**config.mk**
```make
export PLATFORM = sky130hd
export DESIGN_NAME = mem_bus_initiator
export DESIGN_NICKNAME = d
export VERILOG_FILES = /design/src/rtl/mem_bus_initiator.sv
export SDC_FILE = /design/constraint.sdc
export NUM_CORES = 1
export LEC_CHECK = 0
export ABC_AREA = 0
export BUFFER_PORTS_ARGS = -buffer_cell sky130_fd_sc_hd__buf_4
export CELL_PAD_IN_SITES_DETAIL_PLACEMENT = 0
export CELL_PAD_IN_SITES_GLOBAL_PLACEMENT = 1
export CORE_ASPECT_RATIO = 0.6
export CORE_UTILIZATION = 32
export DETAILED_ROUTE_END_ITERATION = 8
export PLACE_DENSITY = 0.88
export RECOVER_POWER = 50
export SLEW_MARGIN = 20
export SYNTH_ARGS = -nofsm -noshare
export SYNTH_HDL_FRONTEND = slang
export SYNTH_SLANG_ARGS = --single-unit
```
**constraint.sdc**
```tcl
create_clock -name clk -period 2 [get_ports clk]
set_input_delay 0 -clock clk [delete_from_list [all_inputs] [get_ports clk]]
set_output_delay 0 -clock clk [all_outputs]
set_load 0.01 [all_outputs]
```
**src/rtl/mem_bus_initiator.sv**
```systemverilog
`default_nettype none
// ============================================================================
//  Module   : mem_bus_initiator
//  Purpose  : Single-outstanding bus master. Accepts commands on a valid/ready
//             port, runs one mem_read/mem_write handshake with timeout
//             protection, and returns data or an error on a response port.
//  Revision : 1.0 - initial release
// ============================================================================
module mem_bus_initiator #(
   parameter int ADDR_W  = 32,
   parameter int DATA_W  = 32,
   parameter int TIMEOUT = 16
) (
   input  logic              clk,
   input  logic              reset,
   // command port
   input  logic              cmd_valid,
   output logic              cmd_ready,
   input  logic              cmd_write,
   input  logic [ADDR_W-1:0] cmd_addr,
   input  logic [DATA_W-1:0] cmd_wdata,
   // memory bus
   output logic              mem_read,
   output logic              mem_write,
   output logic [ADDR_W-1:0] mem_addr,
   output logic [DATA_W-1:0] mem_wdata,
   input  logic [DATA_W-1:0] mem_rdata,
   input  logic              mem_ready,
   // response port
   output logic              resp_valid,
   input  logic              resp_ready,
   output logic [DATA_W-1:0] resp_rdata,
   output logic              resp_error,
   output logic [7:0]        err_count
);

   // Timer only has to count 0 .. TIMEOUT-1 cycles spent waiting in REQ.
   localparam int                 c_TIMER_W = (TIMEOUT > 2) ? $clog2(TIMEOUT) : 1;
   localparam logic [c_TIMER_W-1:0] c_TIMER_LAST = c_TIMER_W'(TIMEOUT - 1);

   typedef enum logic [1:0] {
      ST_IDLE = 2'd0,
      ST_REQ  = 2'd1,
      ST_RESP = 2'd2
   } state_t;

   state_t                 r_state;
   logic [c_TIMER_W-1:0]   r_timer;
   logic                   w_misaligned;
   logic                   w_timer_done;

   assign cmd_ready    = (r_state == ST_IDLE);
   assign w_misaligned = (cmd_addr[1:0] != 2'b00);
   assign w_timer_done = (r_timer == c_TIMER_LAST);

   // Sequencer: command capture, bus request with timeout, response hold.
   // The bus address/data registers double as the command latches, and are
   // cleared whenever the request ends so they read as 0 outside REQ.
   always_ff @(posedge clk) begin
      if (reset) begin
         r_state    <= ST_IDLE;
         r_timer    <= '0;
         mem_read   <= 1'b0;
         mem_write  <= 1'b0;
         mem_addr   <= '0;
         mem_wdata  <= '0;
         resp_valid <= 1'b0;
         resp_rdata <= '0;
         resp_error <= 1'b0;
         err_count  <= 8'd0;
      end else begin
         case (r_state)
            ST_IDLE: begin
               if (cmd_valid) begin
                  if (w_misaligned) begin
                     // Rejected without touching the bus.
                     r_state    <= ST_RESP;
                     resp_valid <= 1'b1;
                     resp_rdata <= '0;
                     resp_error <= 1'b1;
                     if (err_count != 8'hFF) begin
                        err_count <= err_count + 8'd1;
                     end
                  end else begin
                     r_state   <= ST_REQ;
                     r_timer   <= '0;
                     mem_read  <= ~cmd_write;
                     mem_write <= cmd_write;
                     mem_addr  <= cmd_addr;
                     mem_wdata <= cmd_write ? cmd_wdata : '0;
                  end
               end
            end

            ST_REQ: begin
               if (mem_ready) begin
                  // Completion takes priority over a coincident timeout.
                  r_state    <= ST_RESP;
                  resp_valid <= 1'b1;
                  resp_rdata <= mem_write ? '0 : mem_rdata;
                  resp_error <= 1'b0;
                  mem_read   <= 1'b0;
                  mem_write  <= 1'b0;
                  mem_addr   <= '0;
                  mem_wdata  <= '0;
               end else if (w_timer_done) begin
                  r_state    <= ST_RESP;
                  resp_valid <= 1'b1;
                  resp_rdata <= '0;
                  resp_error <= 1'b1;
                  mem_read   <= 1'b0;
                  mem_write  <= 1'b0;
                  mem_addr   <= '0;
                  mem_wdata  <= '0;
                  if (err_count != 8'hFF) begin
                     err_count <= err_count + 8'd1;
                  end
               end else begin
                  r_timer <= r_timer + 1'b1;
               end
            end

            ST_RESP: begin
               if (resp_ready) begin
                  r_state    <= ST_IDLE;
                  resp_valid <= 1'b0;
                  resp_rdata <= '0;
                  resp_error <= 1'b0;
               end
            end

            default: begin
               r_state <= ST_IDLE;
            end
         endcase
      end
   end

endmodule
`default_nettype wire

```
==> impl_summary.txt <==
----------------------------------------------------
[STA]
  Portion of the clock cycle consumed by the worst path in the final layout ... 94.9%
  Maximum clock frequency ... 527 MHz
  Maximum clock skew at final layout ... 12.4 ps
  Final hold slack ... 43.0 ps
  Count of final hold-check violations ... 0
  Final WS setup ... 103 ps
  Slew Limit Fails ... 0
  Final setup vio count ... 0
  Worst rel slew slack ... 69.6%
  Slew at the pin closest to its max-slew limit ... 456 ps
  Min Clock Period, post-route ... 1900 ps

[Logic synthesis]
  Primary flip-flop cell chosen by synthesis mapping ... sky130_fd_sc_hd__dfxtp_1
  Synthesized area ... 0.00377 mm2
  Seq cells post-synth ... 114
  Count of yosys warnings during synthesis ... 0
  Async set-or-reset flop fraction in the synthesized netlist ... 0%
  Synthesized area per cell ... 11.8 um2
  Sequential-to-total area share from yosys stat ... 60.5%
  Number of enable flip-flop cells after synthesis ... 0
  Number of cells produced by synthesis ... 321
  Net Count, Synth ... 425
  Unique masters post-synth ... 40

[Floorplanning]
  Die boundary height ... 86.1 um
  Die footprint ... 0.0122 mm2
  Top-Level Pins ... 211
  Die W ... 142 um
  Core Region ... 0.0114 mm2
  Initial cell density of the core ... 33.2%
  Total number of placement rows ... 30

[Finish]
  Area of all placed cells without fillers ... 0.00677 mm2
  Number of antenna repair diodes ... 0
  Total number of nets in the final design ... 738
  Area occupied by registers ... 0.00228 mm2
  Final-layout fill cell count ... 990
  Layout Area Growth over Synthesis ... 79.2%
  Multi-input combinational cell area ... 0.00139 mm2
  Layout cells sized above 1 ... 23.7%

[Clocking]
  Clock tree from TritonCTS ... yes
  Clock buffer count from CTS ... 17
  Worst-Skew Late Latency ... 400 ps
  Clock Tree Buf Depth ... 2
  Number of sinks handled by clock tree synthesis ... 114
  Clk pin slew, worst setup/hold paths ... 50 ps
  Clock tree root driver cell ... sky130_fd_sc_hd__clkbuf_16
  Number of H-tree levels ... 4

[Critical path]
  Launching element of the worst setup path ... r_timer[0]
  Maximum fanout along the worst path ... 66
  Max stage delay cell, worst path ... sky130_fd_sc_hd__dfxtp_1
  Buffer and inverter count on the worst path ... 1
  Capturing element type of the critical path ... flip-flop
  Required time of the critical path ... 2280 ps
  Launching point of the worst reg2reg path ... r_timer[0]
  Startpoint types ... flip-flop
  Type of the worst setup path ... flip-flop to flip-flop
  Data arrival time at the worst-slack endpoint ... 2170 ps
  Ordered cell list for the critical path ... ha_1 > nand3_1 > and2_4 > o31a_2 > buf_12 > a22o_1
  Delay of the slowest cell on the worst path ... 370 ps
  Category of cells accounting for the largest share of critical-path delay ... compound AO/OA/AOI/OAI gates

[Power]
  Part of the total power dissipated in sequential elements ... 38.8%
  Total power divided by cell area ... 898 mW/mm2
  Total power after layout ... 6.08 mW
  Clock power frac ... 51.7%
  VDD IR max ... 457 uV
  Logic pwr share ... 9.5%
  Reported leakage power ... 2.80 nW
  Internal ... 4.80 mW
  Switching power of the nets ... 1.27 mW
  Net switching fraction of the power ... 20.9%

[Global routing]
  Global route total overflow ... 0
  Combined global-route utilization of all metal layers ... 20.8%
  First-pass GRT wire length ... 19.5 mm
  Number of antenna violations at the first check in global routing ... 0
  Pin count of the biggest net entering global routing ... 67
  Vias in the first global route ... 3788

[Drt]
  Number of detailed-routing iterations run before antenna repair ... 4
  Detailed-route wire length per cell ... 15.7 um
  Number of remaining DRC errors ... 0
  Total number of vias ... 3802
  Number of nets still failing antenna checks after routing ... 0
  Routed WL ... 12.7 mm
  Via-per-instance ratio ... 4.72
  Number of violations reported at the end of detailed-routing iteration 0 ... 147

[Placed design]
  Port Buf Inserts ... 210
  Total cell area at the placement stage ... 0.00556 mm2
  Worst Setup Slack post-DPL ... 183 ps
  Post-DP HPWL ... 7.51 mm
  Routability congestion estimate from global placement ... 0.800

[Hold path]
  Worst hold-check path type ... input pin to flip-flop
  Launch instance of the worst min-delay path ... cmd_valid

[Run]
  Max-cap violation count ... 0

[Status]
  Outcome ... complete, no violations

----------------------------------------------------
-- flip-flops by register name, summed over array words and instances, names as in the netlist, 2 cells and up --
| signal | count |
|---|---|
| resp_rdata | 32 |
| r_state | 2 |
| err_count | 8 |
| mem_wdata | 32 |
| r_timer | 4 |
| mem_addr | 32 |
-- power by group through the flow --
stage	registers (mW)	logic, mW	clock network [mW]
4_1_cts	2.36	0.596	3.18
2_1_floorplan	2.42	0.143	0
3_5_place_dp	2.40	0.439	0
6_report	2.36	0.575	3.14
5_1_grt	2.37	0.616	3.32
3_3_place_gp	2.40	0.430	0
-- layer usage --
metal	wire length [um]	up-vias	track usage, %	share of wire [%]
met2	5810	175	33.2	46
li1	-	1852	-	-
met1	5750	1764	26.1	45
met5	0	-	0	0
met3	1010	11	7.76	7.9
met4	114	0	6.45	0.90
-- cell usage in the layout, fill, tap and decap left out, types with 3 or more instances in the layout --
cell type,count
sky130_fd_sc_hd__and2_1,3
sky130_fd_sc_hd__a21oi_1,10
sky130_fd_sc_hd__nand3_1,5
sky130_fd_sc_hd__bufinv_16,4
sky130_fd_sc_hd__clkbuf_1,110
sky130_fd_sc_hd__a22o_1,95
sky130_fd_sc_hd__or3_1,6
sky130_fd_sc_hd__nand2_1,11
sky130_fd_sc_hd__buf_12,3
sky130_fd_sc_hd__o21ai_0,8
sky130_fd_sc_hd__dlygate4sd3_1,98
sky130_fd_sc_hd__clkbuf_16,17
sky130_fd_sc_hd__dfxtp_1,112
sky130_fd_sc_hd__buf_4,108
sky130_fd_sc_hd__inv_1,4
sky130_fd_sc_hd__nor2_1,8
sky130_fd_sc_hd__clkinv_2,4
-- logic make-up (layout without fill, tap and decap cells) --
kind of cell / after synthesis / after routing / synth area share, %
compound gates: 126 / 126 / 27.3
fa+ha+maj: 2 / 2 / 0.663
buf+inv: 28 / 353 / 3.35
flops: 114 / 114 / 60.5
mux: 3 / 3 / 0.829
simple gates: 48 / 48 / 7.42
-- path summary, 6_finish.rpt --
path / to / slack (ps) / cells after the start
setup reg to reg: mem_addr[29] / 100 / 6
hold / removal: r_state[0] / 40 / 3
setup / recovery: mem_addr[29] / 100 / 6
hold reg to reg: resp_rdata[1] / 470 / 1
-- cell usage after synthesis (all sizes together) (2+ instances only) --
| master | count | area share (%) |
|---|---|---|
| dfxtp | 114 | 60 |
| nor4 | 2 | 0.73 |
| a211oi | 2 | 0.40 |
| and2 | 4 | 0.73 |
| o21ai | 8 | 1.1 |
| buf | 15 | 2.1 |
| mux2i | 2 | 0.53 |
| and3 | 2 | 0.33 |
| nor2 | 8 | 0.80 |
| nor2b | 2 | 0.33 |
| a31oi | 2 | 0.33 |
| clkbuf | 8 | 0.80 |
| ha | 2 | 0.66 |
| nand3 | 5 | 0.66 |
| inv | 5 | 0.50 |
| a21oi | 10 | 1.3 |
| nand2 | 11 | 1.1 |
| o31ai | 2 | 0.40 |
| a22o | 95 | 22 |
| or3 | 6 | 0.99 |
-- layout make-up --
class                   instances  share of cell area [%]
clock buffers                  21                    6.81
inverters                       5                   0.277
clock inverters                10                    2.33
multi-input cells             179                    20.5
well taps                     160                    2.96
repair buffers                317                    33.4
flip-flops and latches        114                    33.8
-- stage by stage --
| stage | instances | TNS (ps) | util [%] |
|---|---|---|---|
| finish | 806 | 0 | 59.5 |
| detailed placement | 676 | 0 | 48.8 |
| global placement | 676 | 0 | 48.8 |
| floorplan | 321 | 0 | - |
| global route | 806 | -21.7 | 59.5 |
| CTS | 805 | 0 | 62.9 |
-- repair_timing --
| action | CTS | global route |
|---|---|---|
| endpoints found under the hold margin | 109 | 0 |
| resized for setup | 0 | 3 |
| hold buffers | 98 | 0 |
| buffers inserted | 0 | 1 |
| setup endpoints to repair | 0 | 1 |
-- worst min-delay path: stages --
cell	delay [ps]
sky130_fd_sc_hd__buf_4	100
sky130_fd_sc_hd__a32oi_1	180
sky130_fd_sc_hd__nor2_1	110
Power figures use the tool's default switching activity.
